`src/rtl/if_stage_pkg.sv`:
```
// Shared constants and types for the instruction-fetch stage.
// Covers the NOP bubble, fetch FSM encoding and prefetch entry layout.
package if_stage_pkg;

    localparam int DATA_WIDTH = 32;
    localparam logic [DATA_WIDTH-1:0] NOP_INSTR = 32'h0000_0013;

    typedef enum logic [1:0] {
        IF_IDLE = 2'd0,
        IF_REQ  = 2'd1,
        IF_WAIT = 2'd2
    } if_state_e;

    typedef struct packed {
        logic [DATA_WIDTH-1:0] pc;
        logic [DATA_WIDTH-1:0] instr;
    } fetch_entry_t;

    function automatic logic [DATA_WIDTH-1:0] word_align(input logic [DATA_WIDTH-1:0] addr);
        return addr & ~32'h3;
    endfunction

endpackage

```
`src/rtl/if_prefetch_fifo.sv`:
```
// Small circular prefetch buffer of {pc, instr} entries.
// The head is readable combinationally so a pop lands in IF/ID the same cycle.
module if_prefetch_fifo
    import if_stage_pkg::*;
#(
    parameter  int DEPTH = 2,
    localparam int CNT_W = $clog2(DEPTH + 1)
) (
    input  logic             clk,
    input  logic             rst,
    input  logic             push_i,
    input  logic             pop_i,
    input  logic             flush_i,
    input  fetch_entry_t     wdata_i,
    output fetch_entry_t     rdata_o,
    output logic [CNT_W-1:0] count_o,
    output logic             empty_o
);

    localparam int PTR_W = (DEPTH > 1) ? $clog2(DEPTH) : 1;

    fetch_entry_t     mem_q [DEPTH];
    logic [PTR_W-1:0] rd_ptr_q;
    logic [PTR_W-1:0] wr_ptr_q;
    logic [CNT_W-1:0] count_q;
    logic             full;
    logic             do_push;
    logic             do_pop;

    assign full    = (count_q == CNT_W'(DEPTH));
    assign empty_o = (count_q == '0);
    assign do_pop  = pop_i && !empty_o;
    // A full buffer still accepts a write when the head leaves in the same cycle.
    assign do_push = push_i && (!full || do_pop);
    assign rdata_o = mem_q[rd_ptr_q];
    assign count_o = count_q;

    always_ff @(posedge clk) begin
        if (do_push && !flush_i) begin
            mem_q[wr_ptr_q] <= wdata_i;
        end
    end

    always_ff @(posedge clk) begin
        if (rst || flush_i) begin
            rd_ptr_q <= '0;
            wr_ptr_q <= '0;
            count_q  <= '0;
        end else begin
            if (do_push) begin
                wr_ptr_q <= wr_ptr_q + 1'b1;
            end
            if (do_pop) begin
                rd_ptr_q <= rd_ptr_q + 1'b1;
            end
            count_q <= count_q + CNT_W'(do_push) - CNT_W'(do_pop);
        end
    end

endmodule

```
`src/rtl/if_stage.sv`:
```
// Instruction fetch: owns the fetch PC, talks req/gnt/rvalid to program memory,
// buffers words in a prefetch FIFO and feeds decode one instruction per cycle.
module if_stage
    import if_stage_pkg::*;
#(
    parameter logic [31:0] BOOT_ADDR  = 32'h0000_0000,
    parameter int          FIFO_DEPTH = 2
) (
    input  logic        clk,
    input  logic        rst,
    output logic        instr_req_o,
    output logic [31:0] instr_addr_o,
    input  logic        instr_gnt_i,
    input  logic        instr_rvalid_i,
    input  logic [31:0] instr_rdata_i,
    input  logic        brj_i,
    input  logic [31:0] brj_pc_i,
    input  logic        stall_i,
    input  logic        stall_general_i,
    output logic [31:0] d_instruction_o,
    output logic [31:0] d_pc_o,
    output logic [31:0] d_pc4_o
);

    localparam int CNT_W = $clog2(FIFO_DEPTH + 1);

    if_state_e    state_q;
    logic [31:0]  fetch_pc_q;
    logic [31:0]  req_pc_q;
    logic         discard_q;
    logic [31:0]  d_instr_q, d_instr_d;
    logic [31:0]  d_pc_q, d_pc_d;
    logic [31:0]  d_pc4_q, d_pc4_d;

    logic         redirect;
    logic         pop_ok;
    logic         rvalid_ok;
    logic         bypass;
    logic         granted;
    logic         fifo_push;
    logic         fifo_pop;
    logic         fifo_empty;
    logic         room;
    logic [CNT_W-1:0] fifo_count;
    logic [CNT_W:0]   count_after;
    fetch_entry_t fifo_head;
    fetch_entry_t fifo_wdata;
    logic [31:0]  brj_target;

    assign brj_target = word_align(brj_pc_i);
    assign redirect   = brj_i && !stall_general_i;
    assign pop_ok     = !stall_general_i && !brj_i && !stall_i;
    assign rvalid_ok  = (state_q == IF_WAIT) && instr_rvalid_i && !discard_q;
    assign bypass     = rvalid_ok && fifo_empty && pop_ok;
    assign fifo_push  = rvalid_ok && !redirect && !bypass;
    assign fifo_pop   = pop_ok && !fifo_empty;

    // A redirect withdraws a pending request combinationally so no stale grant can occur.
    assign instr_req_o  = (state_q == IF_REQ) && !redirect;
    assign instr_addr_o = fetch_pc_q;
    assign granted      = instr_req_o && instr_gnt_i;

    assign count_after = redirect ? '0
                       : {1'b0, fifo_count} + (CNT_W+1)'(fifo_push) - (CNT_W+1)'(fifo_pop);
    assign room        = (count_after < (CNT_W+1)'(FIFO_DEPTH));

    assign fifo_wdata.pc    = req_pc_q;
    assign fifo_wdata.instr = instr_rdata_i;

    if_prefetch_fifo #(
        .DEPTH (FIFO_DEPTH)
    ) u_fifo (
        .clk     (clk),
        .rst     (rst),
        .push_i  (fifo_push),
        .pop_i   (fifo_pop),
        .flush_i (redirect),
        .wdata_i (fifo_wdata),
        .rdata_o (fifo_head),
        .count_o (fifo_count),
        .empty_o (fifo_empty)
    );

    always_ff @(posedge clk) begin
        if (rst) begin
            state_q    <= IF_IDLE;
            fetch_pc_q <= BOOT_ADDR;
            req_pc_q   <= BOOT_ADDR;
            discard_q  <= 1'b0;
        end else begin
            if (redirect) begin
                fetch_pc_q <= brj_target;
            end else if (granted) begin
                fetch_pc_q <= fetch_pc_q + 32'd4;
            end
            if (granted) begin
                req_pc_q <= fetch_pc_q;
            end
            unique case (state_q)
                IF_IDLE: begin
                    if (room) state_q <= IF_REQ;
                end
                IF_REQ: begin
                    if (redirect)         state_q <= IF_IDLE;
                    else if (instr_gnt_i) state_q <= IF_WAIT;
                end
                IF_WAIT: begin
                    if (instr_rvalid_i) begin
                        discard_q <= 1'b0;
                        state_q   <= room ? IF_REQ : IF_IDLE;
                    end else if (redirect) begin
                        // Response for the old path is still in flight; drop it on arrival.
                        discard_q <= 1'b1;
                    end
                end
                default: state_q <= IF_IDLE;
            endcase
        end
    end

    always_comb begin
        d_instr_d = d_instr_q;
        d_pc_d    = d_pc_q;
        d_pc4_d   = d_pc4_q;
        if (!stall_general_i) begin
            if (brj_i) begin
                d_instr_d = NOP_INSTR;
                d_pc_d    = brj_target - 32'd4;
                d_pc4_d   = brj_target;
            end else if (!stall_i) begin
                if (!fifo_empty) begin
                    d_instr_d = fifo_head.instr;
                    d_pc_d    = fifo_head.pc;
                    d_pc4_d   = fifo_head.pc + 32'd4;
                end else if (bypass) begin
                    d_instr_d = instr_rdata_i;
                    d_pc_d    = req_pc_q;
                    d_pc4_d   = req_pc_q + 32'd4;
                end else begin
                    d_instr_d = NOP_INSTR;
                end
            end
        end
    end

    always_ff @(posedge clk) begin
        if (rst) begin
            d_instr_q <= NOP_INSTR;
            d_pc_q    <= BOOT_ADDR;
            d_pc4_q   <= BOOT_ADDR + 32'd4;
        end else begin
            d_instr_q <= d_instr_d;
            d_pc_q    <= d_pc_d;
            d_pc4_q   <= d_pc4_d;
        end
    end

    assign d_instruction_o = d_instr_q;
    assign d_pc_o          = d_pc_q;
    assign d_pc4_o         = d_pc4_q;

endmodule

```
`config.mk`:
```
export PLATFORM = sky130hd
export DESIGN_NAME = if_stage
export DESIGN_NICKNAME = d
export VERILOG_FILES = /design/src/rtl/if_stage_pkg.sv /design/src/rtl/if_prefetch_fifo.sv /design/src/rtl/if_stage.sv
export SDC_FILE = /design/constraint.sdc
export NUM_CORES = 1
export LEC_CHECK = 0
export ABC_AREA = 1
export CAP_MARGIN = 15
export CORE_ASPECT_RATIO = 1.5
export CORE_MARGIN = 5
export CORE_UTILIZATION = 55
export DETAILED_ROUTE_END_ITERATION = 10
export DONT_BUFFER_PORTS = 1
export PLACE_DENSITY = 0.7
export REMOVE_ABC_BUFFERS = 1
export SYNTH_ARGS = -nofsm -noshare
export SYNTH_HDL_FRONTEND = slang
export SYNTH_SLANG_ARGS = --single-unit
```
`constraint.sdc`:
```
create_clock -name clk -period 5.7 [get_ports clk]
set_input_delay 1.14 -clock clk [delete_from_list [all_inputs] [get_ports clk]]
set_output_delay 1.14 -clock clk [all_outputs]
set_load 0.01 [all_outputs]
```
* After elaboration in Yosys (flattened, before gate mapping)
Memory sizes are Yosys's and may differ from the RTL's. A register that Yosys moved wholly into a read port is not among the register bits. Cells that the tools add are included.
Operators by class: magnitude comparators 1, multiplexer cells 27, bitwise logic cells 1, reduce and logical (&&, ||, !) cells 34, add/subtract/negate cells 10, eq/ne operators 8
Operators by type and width (count):
- 32-bit 2-to-1 mux | 14
- 32-bit by 3-bit adder with 32-bit output, second input constant | 3
- 32-bit by 3-bit subtractor with 32-bit output, second input constant | 1
- 1-bit logical AND | 15
- 1-bit logical NOT | 8
- 2-bit 2-to-1 mux | 4
- 1-bit 2-to-1 mux | 7
- 2-bit != test, second input constant | 3
- 3-bit != test, second input constant | 2
- 2-bit case mux with 3 select lines | 1
- 3-bit AND reduction | 2
- 2-bit equality test, second input constant | 2
- 2-bit logical NOT | 2
- 2-bit AND reduction | 2
- 2-bit nonzero test | 2
- 2-bit by 1-bit adder with 3-bit output | 1
- 3-bit by 2-bit < comparator with 1-bit output, second input constant | 1
- 3-bit 2-to-1 mux | 1
- 3-bit by 1-bit subtractor with 3-bit output | 1
- 1-bit adder, second input constant | 2
- 2-bit by 1-bit adder with 2-bit output | 1
- 2-bit by 1-bit equality test with 1-bit output, second input constant | 1
- 1-bit logical OR | 2
- 2-bit OR reduction | 1
- 2 further kinds | 2
Word-level totals: memories kept 1, register bits 167, word-level logic and storage cells 93, RAM bits 128
Memory list:
- u_fifo.mem_q | depth 2, width 64, read ports 1, clocked after memory_dff 1, wr ports 1, line if_prefetch_fifo.sv:22 | fetch_entry_t mem_q [DEPTH];

* Depth between registers and ports, before layout
Gate-level depths: netlist of run 1.
depth in word-level cells 14, gate-level depth with buffers 17, depth with buffers taken out 16

* By module
Synthesis of run 1 repeated with hierarchy kept, for this count alone.
Second synthesis, totals: cells, all modules 1668, area, all modules 14316.2 um^2
Modules (own cells, without submodules):
- if_stage | cells each 1436, instances 1, sequential area each 3143.0 um^2, area an instance 9158.8 um^2
- if_prefetch_fifo | cells each 232, instances 1, sequential area each 3943.8 um^2, area an instance 5157.4 um^2

* Worst setup path before layout of run 1
Ideal clock, no wire load.
path type input to register, start point input port instr_rvalid_i, end point memory u_fifo.mem_q[1][0] (netlist bit), enable pin, path buffers 0, data required time 5.216 ns, path slack 0.902 ns, setup time 0.484 ns, stages on the path 7, arrival time 4.314 ns, cells stage by stage inv_1 > nor2_1 > nand2_1 > nor2_1 > nand2_1 > o311ai_0 > nor2_1
Between the ends: longest elaborated chain between the ends 10
RTL lines:
- start: declaration | line if_stage.sv:14 | input logic instr_rvalid_i,
- 1-bit logical AND (*) (2 in a row) | line if_stage.sv:53 | assign rvalid_ok = (state_q == IF_WAIT) && instr_rvalid_i && !discard_q;
- 1-bit logical AND (2 in a row) | line if_stage.sv:54 | assign bypass = rvalid_ok && fifo_empty && pop_ok;
- 1-bit logical NOT | line if_stage.sv:55 | assign fifo_push = rvalid_ok && !redirect && !bypass;
- 1-bit logical AND (*) | line if_stage.sv:55
- 1-bit logical AND (*) | line if_prefetch_fifo.sv:34 | assign do_push = push_i && (!full || do_pop);
- 1-bit logical AND (*) | line if_prefetch_fifo.sv:39 | if (do_push && !flush_i) begin
- 1-bit 2-to-1 mux (*) | line if_prefetch_fifo.sv:39
- 1-bit 2-to-1 mux (not written as such) (*) | line if_prefetch_fifo.sv:40 | mem_q[wr_ptr_q] <= wdata_i;
- end: declaration | line if_prefetch_fifo.sv:22
Every way passes the cells marked *; elsewhere a longest branch is shown, timed or not.

* Final worst setup path of run 1
start point input port brj_i, end point register fetch_pc_q[31], in the netlist instr_addr_o[31]
Between the ends: longest elaborated chain between the ends 5
RTL lines:
- start: declaration | line if_stage.sv:16 | input logic brj_i,
- 1-bit logical AND | line if_stage.sv:51 | assign redirect = brj_i && !stall_general_i;
- 1-bit logical NOT | line if_stage.sv:59 | assign instr_req_o = (state_q == IF_REQ) && !redirect;
- 1-bit logical AND | line if_stage.sv:59
- net instr_req_o | line if_stage.sv:11 | output logic instr_req_o,
- 1-bit logical AND | line if_stage.sv:61 | assign granted = instr_req_o && instr_gnt_i;
- 2-bit nonzero test (no source line)
- end signal: assignment | line if_stage.sv:92 | fetch_pc_q <= brj_target;
- end signal: assignment | line if_stage.sv:94 | fetch_pc_q <= fetch_pc_q + 32'd4;
- end: declaration | line if_stage.sv:28 | logic [31:0] fetch_pc_q;
The timed path passes the listed nets, and every way through them passes these cells. A chain may end at the register's enable or synchronous reset.

==> results of run 1 <==
==> power by group through the flow <==
stage	combinational (mW)	sequential (mW)	clock, mW
after floorplan	0.239	2.30	0
after global placement	0.322	2.32	0
after detailed placement	0.329	2.33	0
after CTS	0.331	2.28	1.94
after global routing	0.373	2.29	2.03
final	0.334	2.28	1.93
==> final timing paths <==
path                                      from                       endpoint  slack (ps)
setup / recovery                         brj_i  instr_addr_o[31]$_SDFFE_PP0P_        1930
hold / removal       req_pc_q[31]$_SDFFE_PP0P_  u_fifo.mem_q[1][63]$_DFFE_PP_         460
setup reg to reg  u_fifo.count_o[1]$_SDFF_PP0_        state_q[0]$_SDFFE_PP0P_        2600
hold reg to reg      req_pc_q[31]$_SDFFE_PP0P_  u_fifo.mem_q[1][63]$_DFFE_PP_         460
==> area by class of cell <==
type | instances | share of cell area
flip-flops and latches | 284 | 0.459
multi-input cells | 1269 | 0.404
clock buffers | 40 | 0.0545
inverters | 149 | 0.0379
well taps | 328 | 0.0272
clock inverters | 12 | 0.00888
repair buffers | 14 | 0.00846
==> cells by family after synthesis <==
logic type | count (synthesis) | share of synthesized area
other | 1 | 0.000267
DFF | 284 | 0.493
buffers and inverters | 246 | 0.0761
xor gates and xnor gates | 19 | 0.0118
AOI/OAI and AO/OA | 402 | 0.157
and+or+nand+nor | 835 | 0.255
adders and majority gates | 7 | 0.00677
==> registers in the layout, summed over array words and instances, names as in the netlist, 2 cells and up, named ones only <==
register / flops
d_pc4_o: 30
u_fifo.mem_q: 124
u_fifo.count_o: 2
d_instruction_o: 32
d_pc_o: 30
state_q: 2
instr_addr_o: 30
req_pc_q: 30
==> metrics by stage <==
step                utilization  power (mW)  instances  setup WS, ps
CTS                       0.600        4.56       2095          1990
global route              0.600        4.69       2096          1700
floorplan                     -        2.54       1702           219
finish                    0.600        4.55       2096          1930
detailed placement        0.562        2.66       2043          1420
global placement          0.562        2.65       2043          1480
==> critical path: stages <==
cell     delay (ps)
inv_2            60
nor2_4           60
buf_4           440
nor3_2          150
nand2_1         100
buf_4           470
inv_2           430
nor2_4          680
inv_2           300
o21ai_0         240
a21oi_1          60
==> cell usage after synthesis, types with 5 or more instances <==
cell      instances
nor2_1          144
buf_2            20
o21ai_0         108
xor2_1           13
a21oi_1         207
nand4_1          19
nor2_2           13
inv_1           135
nor4_1            6
nand2_2          26
clkbuf_1         55
nor2_4            9
buf_6             8
a22oi_1           5
nand2_1         501
inv_2            10
nand3b_1          5
dfxtp_1         160
xnor2_1           6
nor3_1           22
nand3_1          79
edfxtp_1        124
buf_4            10
ha_1              6
a31oi_1          29
o211ai_1         15
a211oi_1          6
==> routing by layer <==
metal	wire, um	GRT usage
met2	21200	0.507
met4	1470	0.101
met3	3150	0.0488
met5	0	0
met1	15600	0.330
==> impl_metrics.ini, run 1 <==
[detailed_routing]
routed_wl_um = 41400
drt_iter0_drc = 968
firstDrtPassIters = 5
drc = 0
viasPerCell = 5.78
wl_per_cell_um = 19.8
via_count = 12100
antenna_left = 0

[sta]
tightest_slew_ps = 1040
fin_crit_ps = 3770
finalHoldViolCount = 0
finalSetupViolCount = 0
skew_ps = 10.8
finalCritPeriodShare = 0.661
holdWs_ps = 458
rsz0062_at_grt = false
slew_violations = 0
tns_ps = 0
relSlewSlack = 0.306
fmax_ghz = 0.265

[worst_hold_path]
hold_class = register to register
min_path_cells = 0

[logic_synthesis]
yosysUniqueCellTypes = 57
synth_area_sq_um = 14000
synth_enable_flop_cells = 124
ys_seq_area_frac = 0.493
synth_top_area_cell = edfxtp_1
synth_ff_type = dfxtp_1
ys_ff_latch = 284
synth_top_area_share = 0.265
synthCells = 1794
avgSynthCellArea_sq_um = 7.83
ys.warnings.count = 0
synth.area.top_cells = edfxtp_1 27%, dfxtp_1 23%, nand2_1 13%
async_flop_share = 0

[power]
clock_power_share = 0.425
p_seq_frac = 0.502
peakVddDrop_mv = 0.220
p_int_mw = 3.43
power_switching_mw = 1.12
p_leak_nw = 5.66
power_density_nw_per_um2 = 302
netSwitchingFraction = 0.246
pwr-share-comb = 0.073

[cts]
insertion_delay_ps = 560
cts_tree = done
hold_buffers = 0
cts_buffers = 28
path_clk_slew_ps = 60
cts.repair.resized = 0
cts.sink_count = 284
cts_setup_buffers = 0
htree_levels = 1
root_buffer = clkbuf_16
clockBufferDepth = 3

[place]
portBuffers = 0
dpl_cell_area_sq_um = 14100
dpl.hpwl_um = 28800
place_congestion = 0.907

[critical_path]
cp.required_ps = 6140
worstSetupStartpointType = input pin
reg2reg_depth = 11
endpoint_kind = register
cp.arrival_ps = 4210
path_class = input pin to register
crit_fanout = 77

[global_routing]
antenna_found_initial = 0
grt_max_degree = 78
grt_use_total = 0.279
grt_first_pass_wirelength_um = 64300
grt_overflow = 0
grt_pass1_vias = 11400

[finish]
area_growth_pct = 7.36
final_common_cell = nand2_1
fillers = 2277
drive_above_1_share = 0.0752
multi_input_area_sq_um = 6090
final_cell_mix = 500 x nand2_1, 207 x a21oi_1, 159 x dfxtp_1, 142 x nor2_1, 135 x inv_1
fin_area_sq_um = 15100
antenna_cells = 0
final_nets = 1824
seqCellArea_sq_um = 6930

[floorplan]
io_pins = 200
core_area_sq_um = 25100
dieArea_sq_um = 28900
num_rows = 71
initial_core_util = 0.559
fp.dieH_um = 206
die_x_um = 140

[run]
cap_violations = 0

[status]
status = finished, final reports clean
(Power assumes the default switching activity.)
==> inputs of run 2 (changes only) <==
--- a/config.mk
+++ b/config.mk
@@ -12,7 +12,7 @@
 export CORE_UTILIZATION = 55
 export DETAILED_ROUTE_END_ITERATION = 10
 export DONT_BUFFER_PORTS = 1
-export PLACE_DENSITY = 0.7
+export PLACE_DENSITY = 0.73
 export REMOVE_ABC_BUFFERS = 1
 export SYNTH_ARGS = -nofsm -noshare
 export SYNTH_HDL_FRONTEND = slang
==> constraint.sdc (replaced) <==
create_clock -name clk -period 3.11 [get_ports clk]
set_input_delay 0.622 -clock clk [delete_from_list [all_inputs] [get_ports clk]]
set_output_delay 0.622 -clock clk [all_outputs]
set_load 0.01 [all_outputs]
==> run 2 against run 1 <==
Compared with the run above:
- setup slack worse by 1500 ps
- routed wire length is 0.39% lower
- die area stayed put
==> impl_metrics.ini, run 2 (synthesis results as in run 1) <==
[finish]
final_nets = 1840
fillers = 2208
antenna_cells = 0
final_cell_mix = 500 x nand2_1, 207 x a21oi_1, 159 x dfxtp_1, 142 x nor2_1, 135 x inv_1
area_growth_pct = 7.82
largest_reg_flops = 124
drive_above_1_share = 0.0852
fin_area_sq_um = 15100
stdcell_count = 2112
largest-register = u_fifo.mem_q
final_util = 0.602
final_common_cell = nand2_1

[critical_path]
worstSetupStartpointType = register
endpoint_kind = register
crit_fanout = 27
cp.arrival_ps = 3090
path_class = register to register
cp.required_ps = 3550

[sta]
rsz0062_at_grt = false
fmax_ghz = 0.377
finalHoldViolCount = 0
holdWs_ps = 146
tightest_slew_ps = 751
relSlewSlack = 0.499
setup_ws_ps = 456
fin_crit_ps = 2650
finalCritPeriodShare = 0.853
slew_violations = 0
tns_ps = 0
skew_ps = 15.6
finalSetupViolCount = 0

[detailed_routing]
viasPerCell = 5.74
firstDrtPassIters = 5
antenna_left = 0
drt_iter0_drc = 964
wl_per_cell_um = 19.5
via_count = 12100
routed_wl_um = 41300
drc = 0

[power]
netSwitchingFraction = 0.251
clock_power_share = 0.408
p_seq_frac = 0.515
pwr-share-comb = 0.077
peakVddDrop_mv = 0.384
p_int_mw = 6.08
p_leak_nw = 5.73
power_switching_mw = 2.04
power_density_nw_per_um2 = 536
p_total_mw = 8.12

[floorplan]
fp.dieH_um = 206
io_pins = 200
num_rows = 71
core_area_sq_um = 25100
initial_core_util = 0.559
dieArea_sq_um = 28900
die_x_um = 140

[place]
dp.cells = 2060
portBuffers = 0
dpl.hpwl_um = 29100
place_ws_ps = 215
dpl_cell_area_sq_um = 14200
place_congestion = 0.967

[cts]
insertion_delay_ps = 550
cts_setup_buffers = 0
hold_buffers = 0
root_buffer = clkbuf_16
cts.sink_count = 284
clockBufferDepth = 3
path_clk_slew_ps = 60
cts_buffers = 28
cts.repair.resized = 0
htree_levels = 1
cts_tree = done

[global_routing]
grt_overflow = 0
grt_use_total = 0.281
grt_max_degree = 78
grt_first_pass_wirelength_um = 64500
antenna_found_initial = 0
grt_pass1_vias = 11900

[status]
status = finished, final reports clean

[run]
cap_violations = 0

[worst_hold_path]
hold_class = input pin to register
-- run 2: cell count changes in the layout (fill, tap and decap cells not counted) --
| cell | change |
|---|---|
| clkbuf_16 | -1 |
| clkinv_1 | -3 |
| inv_4 | +1 |
| inv_6 | -1 |
| clkinv_4 | +2 |
| clkbuf_2 | -1 |
| clkinv_2 | +4 |
| inv_8 | +1 |
| buf_4 | +17 |
| bufinv_16 | -2 |
| clkbuf_4 | -1 |
-- run 2: layout make-up --
type | count | area (sq um) | share of cell area
Clock buffer | 38 | 790 | 0.0521
Tap cell | 328 | 410 | 0.0271
Multi-Input combinational cell | 1269 | 6090 | 0.402
Timing Repair Buffer | 30 | 250 | 0.0165
Clock inverter | 14 | 109 | 0.00719
Sequential cell | 284 | 6930 | 0.457
Inverter | 149 | 572 | 0.0377
-- run 2: final timing paths --
path              slack [ps]                    startpoint                                to  depth (start not counted)
setup / recovery         460  u_fifo.count_o[1]$_SDFF_PP0_          d_pc4_o[28]$_SDFFE_PP0P_                         15
hold reg to reg          450     req_pc_q[22]$_SDFFE_PP0P_     u_fifo.mem_q[0][54]$_DFFE_PP_                          0
setup reg to reg         460  u_fifo.count_o[1]$_SDFF_PP0_          d_pc4_o[28]$_SDFFE_PP0P_                         15
hold / removal           150                           rst  d_instruction_o[29]$_SDFFE_PP0P_                          1
-- run 2: layer usage --
layer / track usage / up-vias / wire length [um]
met1: 0.327 / 5549 / 15200
met5: 0 / - / 0
met3: 0.0472 / 114 / 3220
li1: - / 5928 / -
met2: 0.499 / 526 / 20800
met4: 0.136 / 0 / 2000
-- run 2: critical path, stage by stage, from the launching register on --
cell and delay, ps:
dfxtp_1 360, inv_2 100, nand2_8 200, buf_4 350, nand2_1 120, nand2_2 110, ha_1 170, nand2_1 100
nor2_4 240, nand3_2 160, inv_1 150, nand2_1 70, nand2_1 60, nand3_1 130, nand2_1 140, a21oi_1 60
-- run 2: power by group through the flow --
stage	Sequential [mW]	Combinational, mW	Clock (mW)
after global placement	4.26	0.606	0
after floorplan	4.21	0.437	0
after CTS	4.18	0.620	3.37
final	4.18	0.627	3.32
after global routing	4.19	0.703	3.51
after detailed placement	4.26	0.616	0
==> inputs of run 3 (changes only) <==
--- a/config.mk
+++ b/config.mk
@@ -6,7 +6,6 @@
 export NUM_CORES = 1
 export LEC_CHECK = 0
 export ABC_AREA = 1
-export CAP_MARGIN = 15
 export CORE_ASPECT_RATIO = 1.5
 export CORE_MARGIN = 5
 export CORE_UTILIZATION = 55
@@ -14,6 +13,7 @@
 export DONT_BUFFER_PORTS = 1
 export PLACE_DENSITY = 0.73
 export REMOVE_ABC_BUFFERS = 1
+export SKIP_LAST_GASP = 1
 export SYNTH_ARGS = -nofsm -noshare
 export SYNTH_HDL_FRONTEND = slang
 export SYNTH_SLANG_ARGS = --single-unit
==> results of run 3 <==
Same layout as run 2: the final DEF is identical, and so are final timing and power.
